File: src/rtl/ram_rd_stream_pkg.sv
// ram_rd_stream_pkg
// Shared types and constants for the RAM read-stream initiator:
//   state_t    : command FSM states (IDLE waits for a command, RUN streams it)
//   FIFO_DEPTH : entries in the output skid FIFO
//   OCC_W      : width of the FIFO occupancy count (0..FIFO_DEPTH)
package ram_rd_stream_pkg;

   typedef enum logic [0:0] {
      IDLE = 1'b0,
      RUN  = 1'b1
   } state_t;

   localparam int FIFO_DEPTH = 2;
   localparam int OCC_W      = $clog2(FIFO_DEPTH + 1);

endpackage

File: src/rtl/ram_rd_stream_fifo.sv
// skid_fifo2
// Two-entry register FIFO holding read words (plus their tlast tag) that the
// stream consumer has not yet taken. Entry e0 is always the head.
//   clk, rstn : clock, asynchronous active-low reset
//   push, din : write din at the tail
//   pop       : drop the head (only when occ > 0)
//   dout      : head entry
//   occ       : number of valid entries, 0..2
module skid_fifo2
   import ram_rd_stream_pkg::*;
#(
   parameter int W = 129
) (
   input  logic             clk,
   input  logic             rstn,
   input  logic             push,
   input  logic             pop,
   input  logic [W-1:0]     din,
   output logic [W-1:0]     dout,
   output logic [OCC_W-1:0] occ
);

   logic [W-1:0] e0, e1;

   assign dout = e0;

   always_ff @(posedge clk or negedge rstn) begin
      if (!rstn) begin
         e0  <= '0;
         e1  <= '0;
         occ <= '0;
      end else begin
         case ({push, pop})
            2'b10: begin
               if (occ == '0) e0 <= din;
               else           e1 <= din;
               occ <= occ + OCC_W'(1);
            end
            2'b01: begin
               e0  <= e1;
               occ <= occ - OCC_W'(1);
            end
            2'b11: begin
               // Occupancy unchanged; the new word lands behind whatever
               // remains after the head leaves.
               if (occ == OCC_W'(1)) begin
                  e0 <= din;
               end else begin
                  e0 <= e1;
                  e1 <= din;
               end
            end
            default: ;
         endcase
      end
   end

   // The issue logic upstream bounds outstanding words to the depth, so these
   // can only fire on a design error.
   always_ff @(posedge clk) begin
      if (rstn) begin
         assert (!(push && !pop && occ == OCC_W'(FIFO_DEPTH)));
         assert (!(pop && occ == '0));
      end
   end

endmodule

File: src/rtl/ram_rd_stream.sv
// ram_rd_stream
// Accepts a (byte address, beat count) command, reads consecutive words from a
// single-cycle-latency RAM port and presents them as an AXI-Stream with tlast
// on the final beat. Fully backpressure-safe.
//   clk, rstn               : clock, asynchronous active-low reset
//   cmd_valid/ready         : command handshake (ready only in IDLE)
//   cmd_addr, cmd_beats     : start byte address, number of words (0 legal)
//   ram_ren, ram_addr       : read strobe and word address to the RAM
//   ram_data                : read data, valid the cycle after the ren edge
//   m_axis_*                : output stream
//   busy                    : command in progress
//   done                    : one-cycle pulse after the last beat (or after a
//                             zero-beat command)
module ram_rd_stream
   import ram_rd_stream_pkg::*;
#(
   parameter int  AXI_WIDTH      = 128,
   parameter int  AXI_ADDR_WIDTH = 32,
   parameter int  LEN_WIDTH      = 16,
   localparam int LSB            = $clog2(AXI_WIDTH) - 3
) (
   input  logic                          clk,
   input  logic                          rstn,
   input  logic                          cmd_valid,
   output logic                          cmd_ready,
   input  logic [AXI_ADDR_WIDTH-1:0]     cmd_addr,
   input  logic [LEN_WIDTH-1:0]          cmd_beats,
   output logic                          ram_ren,
   output logic [AXI_ADDR_WIDTH-LSB-1:0] ram_addr,
   input  logic [AXI_WIDTH-1:0]          ram_data,
   output logic                          m_axis_tvalid,
   input  logic                          m_axis_tready,
   output logic [AXI_WIDTH-1:0]          m_axis_tdata,
   output logic                          m_axis_tlast,
   output logic                          busy,
   output logic                          done
);

   localparam int WA_W = AXI_ADDR_WIDTH - LSB;

   state_t               state;
   logic [WA_W-1:0]      word_addr;
   logic [LEN_WIDTH-1:0] remaining;
   logic                 inflight;       // RAM word arriving this cycle
   logic                 inflight_last;  // that word is the command's last
   logic [OCC_W-1:0]     occ;
   logic [AXI_WIDTH:0]   fifo_head;
   logic                 hs, fifo_push, fifo_pop;
   logic                 unused_addr_lsb;

   assign unused_addr_lsb = ^cmd_addr[LSB-1:0];

   assign cmd_ready = (state == IDLE);
   assign busy      = (state == RUN);
   assign ram_addr  = word_addr;

   // The stream head is the oldest buffered word; with the FIFO empty the
   // word returning from RAM is presented directly, which gives first data
   // one cycle after the first read. If it is not taken it is pushed into the
   // FIFO, so tdata stays stable while stalled.
   assign m_axis_tvalid = (occ != '0) || inflight;
   always_comb begin
      {m_axis_tlast, m_axis_tdata} = '0;
      if (occ != '0)    {m_axis_tlast, m_axis_tdata} = fifo_head;
      else if (inflight) {m_axis_tlast, m_axis_tdata} = {inflight_last, ram_data};
   end

   assign hs        = m_axis_tvalid && m_axis_tready;
   assign fifo_pop  = hs && (occ != '0);
   assign fifo_push = inflight && !(hs && (occ == '0));

   // Keep buffered + in-flight words within the FIFO depth; a pop this cycle
   // frees the slot the new read will need.
   assign ram_ren = (state == RUN) && (remaining != '0) &&
                    ((3'(occ) + 3'(inflight) < 3'(FIFO_DEPTH)) || hs);

   skid_fifo2 #(.W(AXI_WIDTH + 1)) u_fifo (
      .clk  (clk),
      .rstn (rstn),
      .push (fifo_push),
      .pop  (fifo_pop),
      .din  ({inflight_last, ram_data}),
      .dout (fifo_head),
      .occ  (occ)
   );

   always_ff @(posedge clk or negedge rstn) begin
      if (!rstn) begin
         state         <= IDLE;
         word_addr     <= '0;
         remaining     <= '0;
         inflight      <= 1'b0;
         inflight_last <= 1'b0;
         done          <= 1'b0;
      end else begin
         done     <= 1'b0;
         inflight <= ram_ren;
         if (ram_ren) begin
            inflight_last <= (remaining == LEN_WIDTH'(1));
            word_addr     <= word_addr + WA_W'(1);
            remaining     <= remaining - LEN_WIDTH'(1);
         end
         if (state == IDLE) begin
            if (cmd_valid) begin
               word_addr <= cmd_addr[AXI_ADDR_WIDTH-1:LSB];
               remaining <= cmd_beats;
               if (cmd_beats == '0) done  <= 1'b1;
               else                 state <= RUN;
            end
         end else if (hs && m_axis_tlast) begin
            state <= IDLE;
            done  <= 1'b1;
         end
      end
   end

endmodule
File: config.mk
export PLATFORM = sky130hd
export DESIGN_NAME = ram_rd_stream
export DESIGN_NICKNAME = d
export VERILOG_FILES = /design/src/rtl/ram_rd_stream_pkg.sv /design/src/rtl/ram_rd_stream_fifo.sv /design/src/rtl/ram_rd_stream.sv
export SDC_FILE = /design/constraint.sdc
export NUM_CORES = 1
export LEC_CHECK = 0
export CORE_MARGIN = 5
export CORE_UTILIZATION = 46
export DETAILED_ROUTE_END_ITERATION = 8
export HOLD_SLACK_MARGIN = 0.02
export PLACE_DENSITY = 0.78
export SKIP_LAST_GASP = 1
export SYNTH_ARGS = -nofsm -noshare
export SYNTH_HDL_FRONTEND = slang
export SYNTH_SLANG_ARGS = --single-unit
File: constraint.sdc
create_clock -name clk -period 2.2 [get_ports clk]
set_clock_uncertainty 0.1 [all_clocks]
set_input_delay 0.44 -clock clk [delete_from_list [all_inputs] [get_ports clk]]
set_output_delay 0.44 -clock clk [all_outputs]
set_load 0.01 [all_outputs]
==> results <==
## worst min path at each step
stage	depth (start not counted)	from	end
detailed placement	1	rstn	ram_addr[4]$_DFF_PN0_
global placement	1	rstn	ram_addr[4]$_DFF_PN0_
CTS	2	rstn	ram_addr[4]$_DFF_PN0_
floorplan	0	rstn	busy$_DFF_PN0_
global route	2	u_fifo.dout[92]$_DFFE_PN0P_	u_fifo.dout[92]$_DFFE_PN0P_
finish	2	rstn	ram_addr[4]$_DFF_PN0_
## through the flow
step | instances | total power, W
finish | 2650 | 0.03653
global route | 2650 | 0.03872
CTS | 2632 | 0.03501
detailed placement | 2538 | 0.02842
global placement | 2538 | 0.02765
floorplan | 1614 | 0.01934
## cell families after synthesis
group | Yosys count
and+or+nand+nor | 428
AOI/OAI and AO/OA | 327
DFF | 308
muxes | 259
buffers and inverters | 255
xor gates and xnor gates | 31
adders and majority gates | 6
## registers in the layout (all words and copies together) (netlist names)
name / flops
busy: 1
done: 1
inflight: 1
inflight_last: 1
ram_addr: 28
remaining: 16
u_fifo.dout: 129
u_fifo.e1: 129
u_fifo.occ: 2
## what timing repair did
action,4_1_cts,5_1_grt
gates cloned,11,11
hold buffers,1,0
setup buffers,21,9
pin swaps,15,14
endpoints found under the hold margin,48,0
setup endpoints to repair,140,403
resized for setup,534,270
## metal layers
layer	up-vias	global-route usage	wire length [um]
met5	-	0	0
met4	0	0.08969	2086
met3	146	0.06203	3534
met2	576	0.4342	25830
met1	7090	0.3122	19970
li1	6689	-	-
## cells in the final DEF, fill, tap and decap left out, types with 5 or more instances in the layout
| master | n |
|---|---|
| nor3_1 | 10 |
| clkbuf_1 | 8 |
| inv_1 | 134 |
| nor4b_1 | 5 |
| nor4_1 | 18 |
| nand3_2 | 27 |
| clkbuf_8 | 9 |
| or4_1 | 5 |
| clkbuf_2 | 14 |
| mux2_2 | 129 |
| nor2_1 | 24 |
| clkdlybuf4s15_2 | 6 |
| buf_4 | 232 |
| mux2i_1 | 130 |
| a21oi_1 | 7 |
| a31oi_1 | 9 |
| o31ai_1 | 8 |
| buf_2 | 99 |
| buf_6 | 18 |
| o21ai_2 | 35 |
| nand2_2 | 8 |
| clkbuf_16 | 47 |
| buf_12 | 38 |
| nand3_1 | 92 |
| buf_8 | 6 |
| buf_16 | 13 |
| or3_1 | 5 |
| o21ai_1 | 61 |
| xnor2_1 | 27 |
| nand2_1 | 186 |
| nand4_1 | 9 |
| clkdlybuf4s50_1 | 205 |
| and3_1 | 5 |
| nand3_4 | 6 |
| and4_1 | 6 |
| dfrtp_1 | 307 |
| o21ai_0 | 189 |
## layout make-up
class	instances	share of cell area
clock inverters	7	0.003783
well taps	448	0.02387
repair buffers	645	0.2618
clock buffers	54	0.04599
inverters	137	0.02190
multi-input cells	1051	0.3142
flip-flops and latches	308	0.3284
## where the power goes
part | internal [W] | leakage, nW | switching [W]
sequential | 0.00850 | 3.72 | 0.00170
clock | 0.00361 | 0.579 | 0.00228
combinational | 0.0103 | 6.72 | 0.0101
total | 0.0224 | 11.0 | 0.0141
## worst register-to-register path, delay by kind of cell, from the launching register on
| kind | cells | cell delay (ps) |
|---|---|---|
| buffers and inverters | 7 | 1170 |
| DFF | 1 | 380 |
| and+or+nand+nor | 1 | 230 |
| AOI/OAI and AO/OA | 2 | 310 |
| adders and majority gates | 1 | 180 |
==> impl_metrics.ini <==
[logic_synthesis]
synth_fa_ha_area_frac = 0.004834
synthesis.area_um2 = 15530
yosysSeqAreaShare = 0.4963
synth_area_leaders = dfrtp_1, mux2_2, o21ai_0
yosys_warnings = 0
synth_area_per_cell_um2 = 9.623
synthArstFlopShare = 1.000
syn_nets = 1800
synthSimpleGateAreaFrac = 0.1295
synth_xor_xnor_area_share = 0.01748
synth_compound_area_frac = 0.1108
synth_ff_type = dfrtp_1
synth_top_area_share = 0.4963
post-synth-top-count-cell = dfrtp_1
ys_ff_latch = 308
synth_top_family_by_area = multiplexers
synthTopCellsByCount = dfrtp_1, o21ai_0, nand2_1
muxShareOfSynthArea = 0.1773
synthCells = 1614
synth-edff-count = 0
synth.largest_area_cell = dfrtp_1
synth_cell_types = 46

[layout]
stdcell_area_um2 = 23480
multiInputGateArea_um2 = 7378
drive_above_1_share = 0.3306
nFillCells = 2341
regArea_um2 = 7711
finalCoreUtilization = 0.7020
nets = 2364
layout-area-overhead-vs-synth_pct = 51.19
insertedDiodeCount = 0

[worst_setup_path]
rrSetupSlack_ps = -260
critPathRequiredTime_ps = 1660
cp.depth = 8
critPathKind = flip-flop to output pin
cp_slowest_cell = dfrtp_1
worstPathCellList = inv_2 -> ha_4 -> buf_12 -> buf_12 -> buf_8 -> buf_16 -> o21ai_2 -> buf_2
cp.arrival_ps = 2010
crit_end = m_axis_tdata[69]
crit_buf_inv = 6
crit_path_end_kind = output pin
worst_setup_path_start_kind = flip-flop
path_common_cell = buf_12
reg2reg_from = u_fifo.occ[1]$_DFFE_PN0P_
path_delay_family = buffers and inverters
rr_worst_depth = 11
worstSetupStartpoint = u_fifo.occ[1]$_DFFE_PN0P_
reg2reg_to = u_fifo.dout[112]$_DFFE_PN0P_
crit_path_max_fanout = 8
critPathMaxStageDelay_ps = 380

[die]
die_w_um = 193.8
die_h_um = 193.8
io_pins = 342
num_rows = 67
dieArea_um2 = 37540
start_util = 0.4643
coreArea_um2 = 33450

[cts]
tritoncts = yes
cts.htree.levels = 2
clock_sink_count = 308
clockBufferDepth = 3
clkLatencyLatePin_ps = 500
cts.clk_slew.worst_paths_ps = 60
cts_made_buffers = 35
clockRootBuffer = clkbuf_16

[pwr]
static-leakage-power_nw = 11.02
ir_drop_v = 0.0007411
p_per_area_nw_per_um2 = 1556

[timing]
setup_viol = 270
slew_violations = 0
fin_crit_sh = 1.158
final_hold_viol_count = 0
rsz0062_at_grt = yes
tns_ps = -53090
max_slew_margin = 0.6351
finalWorstSetupSlack_ps = -346.6
worst_pin_slew_ps = 547.4
max_clock_freq_ghz = 0.3927
fin_crit_ps = 2547
timing.hold.ws_ps = 378.5

[grt]
grt_antenna_before_repair = 0
overflow = 0
grt_first_pass_wirelength_mm = 79.20
grt_util_all_layers = 0.2529
grt_pass1_vias = 15102
grt_max_degree = 61

[drt]
drt_iter0_drc = 771
viasPerCell = 5.472
via_count = 14501
drcViolationCount = 0
drtPass1Iterations = 5
ant_nets = 0
wire_per_inst_um = 19.41
routed_wl_mm = 51.42

[outcome]
violations = negative setup slack
status = complete, but fails checks

[placement]
pre_cts_ws_ps = -341.4
port-buffer-count = 337
placed_area_um2 = 21420
gp_congestion = 0.9301
dp_hpwl_mm = 33.25

[worst_hold_path]
hold_class = primary input to asynchronous set/reset pin

[job]
cap_viol_max_count = 0
No activity file was read; power rests on OpenSTA's default activity.
